--- src/rtl/multicycle_control.sv ---
// rtl/multicycle_control.sv - main control FSM for the multi-cycle MIPS datapath
module multicycle_control (
   input  logic       clk,
   input  logic       reset,
   input  logic [5:0] opcode,
   input  logic       mem_ready,
   output logic       pc_write,
   output logic       pc_write_cond,
   output logic       i_or_d,
   output logic       mem_read,
   output logic       mem_write,
   output logic       ir_write,
   output logic       mem_to_reg,
   output logic       reg_dst,
   output logic       reg_write,
   output logic       alu_src_a,
   output logic [1:0] alu_src_b,
   output logic [2:0] alu_op,
   output logic [1:0] pc_source,
   output logic       ext_sel,
   output logic       illegal_op,
   output logic [3:0] state
);

   typedef enum logic [3:0] {
      S_FETCH    = 4'd0,
      S_DECODE   = 4'd1,
      S_MEM_ADDR = 4'd2,
      S_MEM_RD   = 4'd3,
      S_MEM_WB   = 4'd4,
      S_MEM_WR   = 4'd5,
      S_R_EXEC   = 4'd6,
      S_R_WB     = 4'd7,
      S_BRANCH   = 4'd8,
      S_JUMP     = 4'd9,
      S_I_EXEC   = 4'd10,
      S_I_WB     = 4'd11
   } state_t;

   localparam logic [5:0] OP_R    = 6'b000000;
   localparam logic [5:0] OP_LW   = 6'b100011;
   localparam logic [5:0] OP_SW   = 6'b101011;
   localparam logic [5:0] OP_BEQ  = 6'b000100;
   localparam logic [5:0] OP_J    = 6'b000010;
   localparam logic [5:0] OP_ADDI = 6'b001000;
   localparam logic [5:0] OP_SLTI = 6'b001010;
   localparam logic [5:0] OP_ANDI = 6'b001100;
   localparam logic [5:0] OP_ORI  = 6'b001101;

   state_t     state_q;
   state_t     state_d;
   logic [5:0] op_q;

   assign state = state_q;

   // State register; the opcode is captured in DECODE so later states see a stable copy
   always_ff @(posedge clk) begin
      if (reset) begin
         state_q <= S_FETCH;
         op_q    <= 6'd0;
      end else begin
         state_q <= state_d;
         if (state_q == S_DECODE) begin
            op_q <= opcode;
         end
      end
   end

   // Next-state and datapath controls; enables are squashed while reset is held
   always_comb begin
      state_d       = S_FETCH;
      pc_write      = 1'b0;
      pc_write_cond = 1'b0;
      i_or_d        = 1'b0;
      mem_read      = 1'b0;
      mem_write     = 1'b0;
      ir_write      = 1'b0;
      mem_to_reg    = 1'b0;
      reg_dst       = 1'b0;
      reg_write     = 1'b0;
      alu_src_a     = 1'b0;
      alu_src_b     = 2'b00;
      alu_op        = 3'b000;
      pc_source     = 2'b00;
      ext_sel       = 1'b0;
      illegal_op    = 1'b0;

      case (state_q)
         S_FETCH: begin
            mem_read  = 1'b1;
            alu_src_b = 2'b01;
            if (mem_ready) begin
               ir_write = 1'b1;
               pc_write = 1'b1;
               state_d  = S_DECODE;
            end else begin
               state_d  = S_FETCH;
            end
         end
         S_DECODE: begin
            // Speculatively compute the branch target into ALUOut
            alu_src_b = 2'b11;
            case (opcode)
               OP_LW, OP_SW:                       state_d = S_MEM_ADDR;
               OP_R:                               state_d = S_R_EXEC;
               OP_BEQ:                             state_d = S_BRANCH;
               OP_J:                               state_d = S_JUMP;
               OP_ADDI, OP_SLTI, OP_ANDI, OP_ORI:  state_d = S_I_EXEC;
               default: begin
                  illegal_op = 1'b1;
                  state_d    = S_FETCH;
               end
            endcase
         end
         S_MEM_ADDR: begin
            alu_src_a = 1'b1;
            alu_src_b = 2'b10;
            if (op_q == OP_LW) begin
               state_d = S_MEM_RD;
            end else if (op_q == OP_SW) begin
               state_d = S_MEM_WR;
            end else begin
               state_d = S_FETCH;
            end
         end
         S_MEM_RD: begin
            mem_read = 1'b1;
            i_or_d   = 1'b1;
            state_d  = mem_ready ? S_MEM_WB : S_MEM_RD;
         end
         S_MEM_WB: begin
            reg_write  = 1'b1;
            mem_to_reg = 1'b1;
         end
         S_MEM_WR: begin
            mem_write = 1'b1;
            i_or_d    = 1'b1;
            state_d   = mem_ready ? S_FETCH : S_MEM_WR;
         end
         S_R_EXEC: begin
            alu_src_a = 1'b1;
            alu_op    = 3'b010;
            state_d   = S_R_WB;
         end
         S_R_WB: begin
            reg_write = 1'b1;
            reg_dst   = 1'b1;
         end
         S_BRANCH: begin
            alu_src_a     = 1'b1;
            alu_op        = 3'b001;
            pc_write_cond = 1'b1;
            pc_source     = 2'b01;
         end
         S_JUMP: begin
            pc_write  = 1'b1;
            pc_source = 2'b10;
         end
         S_I_EXEC: begin
            alu_src_a = 1'b1;
            alu_src_b = 2'b10;
            state_d   = S_I_WB;
            case (op_q)
               OP_SLTI: alu_op = 3'b101;
               OP_ANDI: begin
                  alu_op  = 3'b011;
                  ext_sel = 1'b1;
               end
               OP_ORI: begin
                  alu_op  = 3'b100;
                  ext_sel = 1'b1;
               end
               default: alu_op = 3'b000;
            endcase
         end
         S_I_WB: begin
            reg_write = 1'b1;
         end
         default: begin
            state_d = S_FETCH;
         end
      endcase

      if (reset) begin
         pc_write      = 1'b0;
         pc_write_cond = 1'b0;
         mem_read      = 1'b0;
         mem_write     = 1'b0;
         ir_write      = 1'b0;
         reg_write     = 1'b0;
         illegal_op    = 1'b0;
      end
   end

endmodule

--- config.mk ---
export PLATFORM = sky130hd
export DESIGN_NAME = multicycle_control
export DESIGN_NICKNAME = d
export VERILOG_FILES = /design/src/rtl/multicycle_control.sv
export SDC_FILE = /design/constraint.sdc
export NUM_CORES = 1
export LEC_CHECK = 0
export ABC_AREA = 1
export ABC_CLOCK_PERIOD_IN_PS = 1900
export CAP_MARGIN = 10
export CORE_ASPECT_RATIO = 1.1
export CORE_MARGIN = 1
export CORE_UTILIZATION = 40
export CTS_BUF_LIST = sky130_fd_sc_hd__clkbuf_4 sky130_fd_sc_hd__clkbuf_8
export CTS_CLUSTER_SIZE = 12
export DETAILED_ROUTE_END_ITERATION = 8
export GPL_TIMING_DRIVEN = 1
export PLACE_DENSITY = 0.75
export SETUP_SLACK_MARGIN = 0.02
export SLEW_MARGIN = 20
export SYNTH_ARGS = -nofsm -noshare
export SYNTH_HDL_FRONTEND = slang
export SYNTH_SLANG_ARGS = --single-unit
--- constraint.sdc ---
create_clock -name clk -period 1.9 [get_ports clk]
set_clock_uncertainty 0.2 [all_clocks]
set_input_delay 0.285 -clock clk [delete_from_list [all_inputs] [get_ports clk]]
set_output_delay 0.285 -clock clk [all_outputs]
set_load 0.01 [all_outputs]
==> metrics.txt <==
outcome finished, final reports clean; Detail Placement HPWL about 2.1 mm; Setup CP Type in2out; min-delay worst type in2reg; worst hold start opcode[0]; Slowest-stage cell, CP clkdlybuf4s50_1; crit path DAT about 1.4 ns; number of remaining DRC errors 0; Startpoint Class input port; global-route wire length before repair 4.37 mm; Max Fclk 537 MHz; reg2reg setup slack 0.41 ns; I/O pin total 32; unrepaired setup endpoints after global routing true; final net count 213; Reg-to-Reg End state[1]; Hold Crit Endpoint op_q[0]; Yosys top cell area share 0.255; final hold vios 0; Ys Warns 0; Area growth, synth to finish 79.0%; Netlist Area Pre-Place a little under 800 um2; area of the multi-input gates around 530 um2; clock power share 0.326; combinational power share 0.275; largest net degree at the start of global routing 10; CTS sink count 10; clock buffer depth 2; row count 16; register area 208 um2; switching share of total power 0.282; WHS Path Cells 4; core box area roughly 1800 um2; Clk Latency, worst-skew pair roughly 0.27 ns; Power Internal 0.415 mW; DIE WIDTH 44.3 um; PD cells 411 nW/um2; R2R cell count 8; sequential power share 0.399; top post-synthesis cells by area dfxtp_1 (25%), nor2_1 (16%), nand2_1 (14%), inv_1 (11%), nand3_1 (7.0%); maxcap violations 0; CTS buffer count 3; I/O Buffers 31; vias per cell 4.84; CP peak stage delay 0.53 ns; peak supply drop 0.398 mV; Tmin final roughly 1.9 ns; Seq/Total Area, Yosys 0.255; Synth Register Bits 10; max-slew violations 0; CTS Root Cell clkbuf_4; Congestion Overflow GR 0; initial antenna violation count 0; ANT cells 0; Slew @ Worst Pin 0.289 ns; final WL approximately 2.7 mm; Hold-fix buffers, CTS 0; vias in the first global route 1105; Starting Density 0.431; Cell Chain, Critical Path clkdlybuf4s50_1, buf_4, nor2_1, nand3_1, nand3_1, nor2_1, buf_2; CTS tree built; Setup Viol. Count Final 0; LEAKAGE 0.743 nW; fin crit share 0.981; layout cells sized above 1 0.384; chip height 48.5 um; filler cell count in the final layout approximately 150; Antenna Violating Nets Remaining 0; synth unique cells 21; clock-pin slew on the worst setup and hold paths approximately 0.060 ns; wire length per cell 11.6 um; CP Data Required Time 1.41 ns; syn_area_per_cell between 5 and 6 um2; Synth area leader dfxtp_1; Switching Power 0.163 mW; placed cells 224; Die ar. 2150 um2; Buf+Inv Stages, Crit Path 3; H-Tree Depth 1; CP top delay family buffers and inverters; gr usage total 0.269; RR Startpoint state[0]; CP Max Fanout 2; Post-Layout Inst Area 1410 um2; initial DRC count 24; crit path capture type primary output; Post-DP Area 1350 um2; Mapped Nets 147; DR pass1 iterations 6; Syn Inst Count 138; Vias 1114; Rel. slew slack 0.808; non-filler cells, final 230; RD Place Congestion 0.876
-- cell usage after synthesis, drive strengths merged --
| cell type | n |
|---|---|
| a211oi | 7 |
| clkbuf | 1 |
| nand4 | 3 |
| nand3 | 11 |
| or2 | 1 |
| o211ai | 1 |
| nand2 | 33 |
| a21oi | 5 |
| o21ai | 3 |
| inv | 25 |
| nor4 | 1 |
| dfxtp | 10 |
| nor2 | 36 |
| buf | 1 |
-- what timing repair did --
| item | 4_1_cts | 5_1_grt |
|---|---|---|
| setup endpoints to repair | 19 | 15 |
| buffers inserted | 2 | 0 |
| pin swaps | 2 | 3 |
| gates cloned | 0 | 0 |
| gates resized for setup | 53 | 23 |
-- power groups by stage --
stage          Clock [mW]  Combinational (mW)  Sequential (mW)
6_report            0.188               0.159            0.231
4_1_cts             0.193               0.157            0.231
3_3_place_gp            0               0.153            0.234
3_5_place_dp            0               0.158            0.235
2_1_floorplan           0              0.0686            0.235
5_1_grt             0.203               0.174            0.233
-- final cells by class --
cell class | count | area share
Inverter | 25 | 0.0685
Multi-Input combinational cell | 101 | 0.380
Tap cell | 27 | 0.0240
Timing Repair Buffer | 63 | 0.354
Clock buffer | 4 | 0.0258
Sequential cell | 10 | 0.148
-- cells by family after synthesis --
logic type | Yosys count | share of synthesized area
flops | 10 | 0.255
simple gates | 85 | 0.479
buf+inv | 27 | 0.134
compound gates | 16 | 0.132
-- worst min-delay path: cells and delay by family --
kind | cells | cell delay (ns)
buffers and inverters | 3 | 0.31
AO/OA/AOI/OAI | 1 | 0.07
-- layer usage --
layer  share of wire  GRT usage  up-vias
met4           0.019      0.157        0
met5               0          0        -
met2            0.52      0.473       46
li1                -          -      567
met1            0.40      0.298      494
met3           0.064     0.0299        7
-- registers in the layout (all words and copies together), names as in the netlist --
signal and flops:
op_q 6, state 4
-- metrics by stage --
step / setup slack [ns] / total power, mW / TNS [ns] / hold WS [ns] / utilization
floorplan: 0.317 / 0.303 / 0 / 0.243 / -
global placement: -0.340 / 0.387 / -2.28 / 0.278 / 0.739
detailed placement: -0.382 / 0.393 / -2.41 / 0.294 / 0.739
CTS: 0.00369 / 0.581 / 0 / 0.308 / 0.775
global route: -0.0519 / 0.610 / -0.0673 / 0.295 / 0.772
finish: 0.0364 / 0.578 / 0 / 0.247 / 0.772
-- cells in the final DEF, fill, tap and decap left out, drive strengths merged, types with 2 or more instances in the layout --
cell,netlist,routed
clkbuf,1,11
nor2,36,36
nand2,33,33
a211oi,7,7
buf,1,36
clkdlybuf4s50,0,8
clkdlybuf4s15,0,4
dlymetal6s2s,0,2
nand4,3,3
dfxtp,10,10
dlygate4sd2,0,6
o21ai,3,3
inv,25,25
nand3,11,11
a21oi,5,5
-- how the worst max path moves through the flow --
stage / start / to / slack [ns] / cells after the start
floorplan: state[0] / illegal_op / 0.32 / 6
global placement: opcode[0] / illegal_op / -0.34 / 8
detailed placement: opcode[2] / illegal_op / -0.38 / 8
CTS: state[1] / pc_write / 0.004 / 6
global route: state[3] / reg_write / -0.05 / 6
finish: opcode[4] / illegal_op / 0.04 / 7
Power figures use the tool's default switching activity.
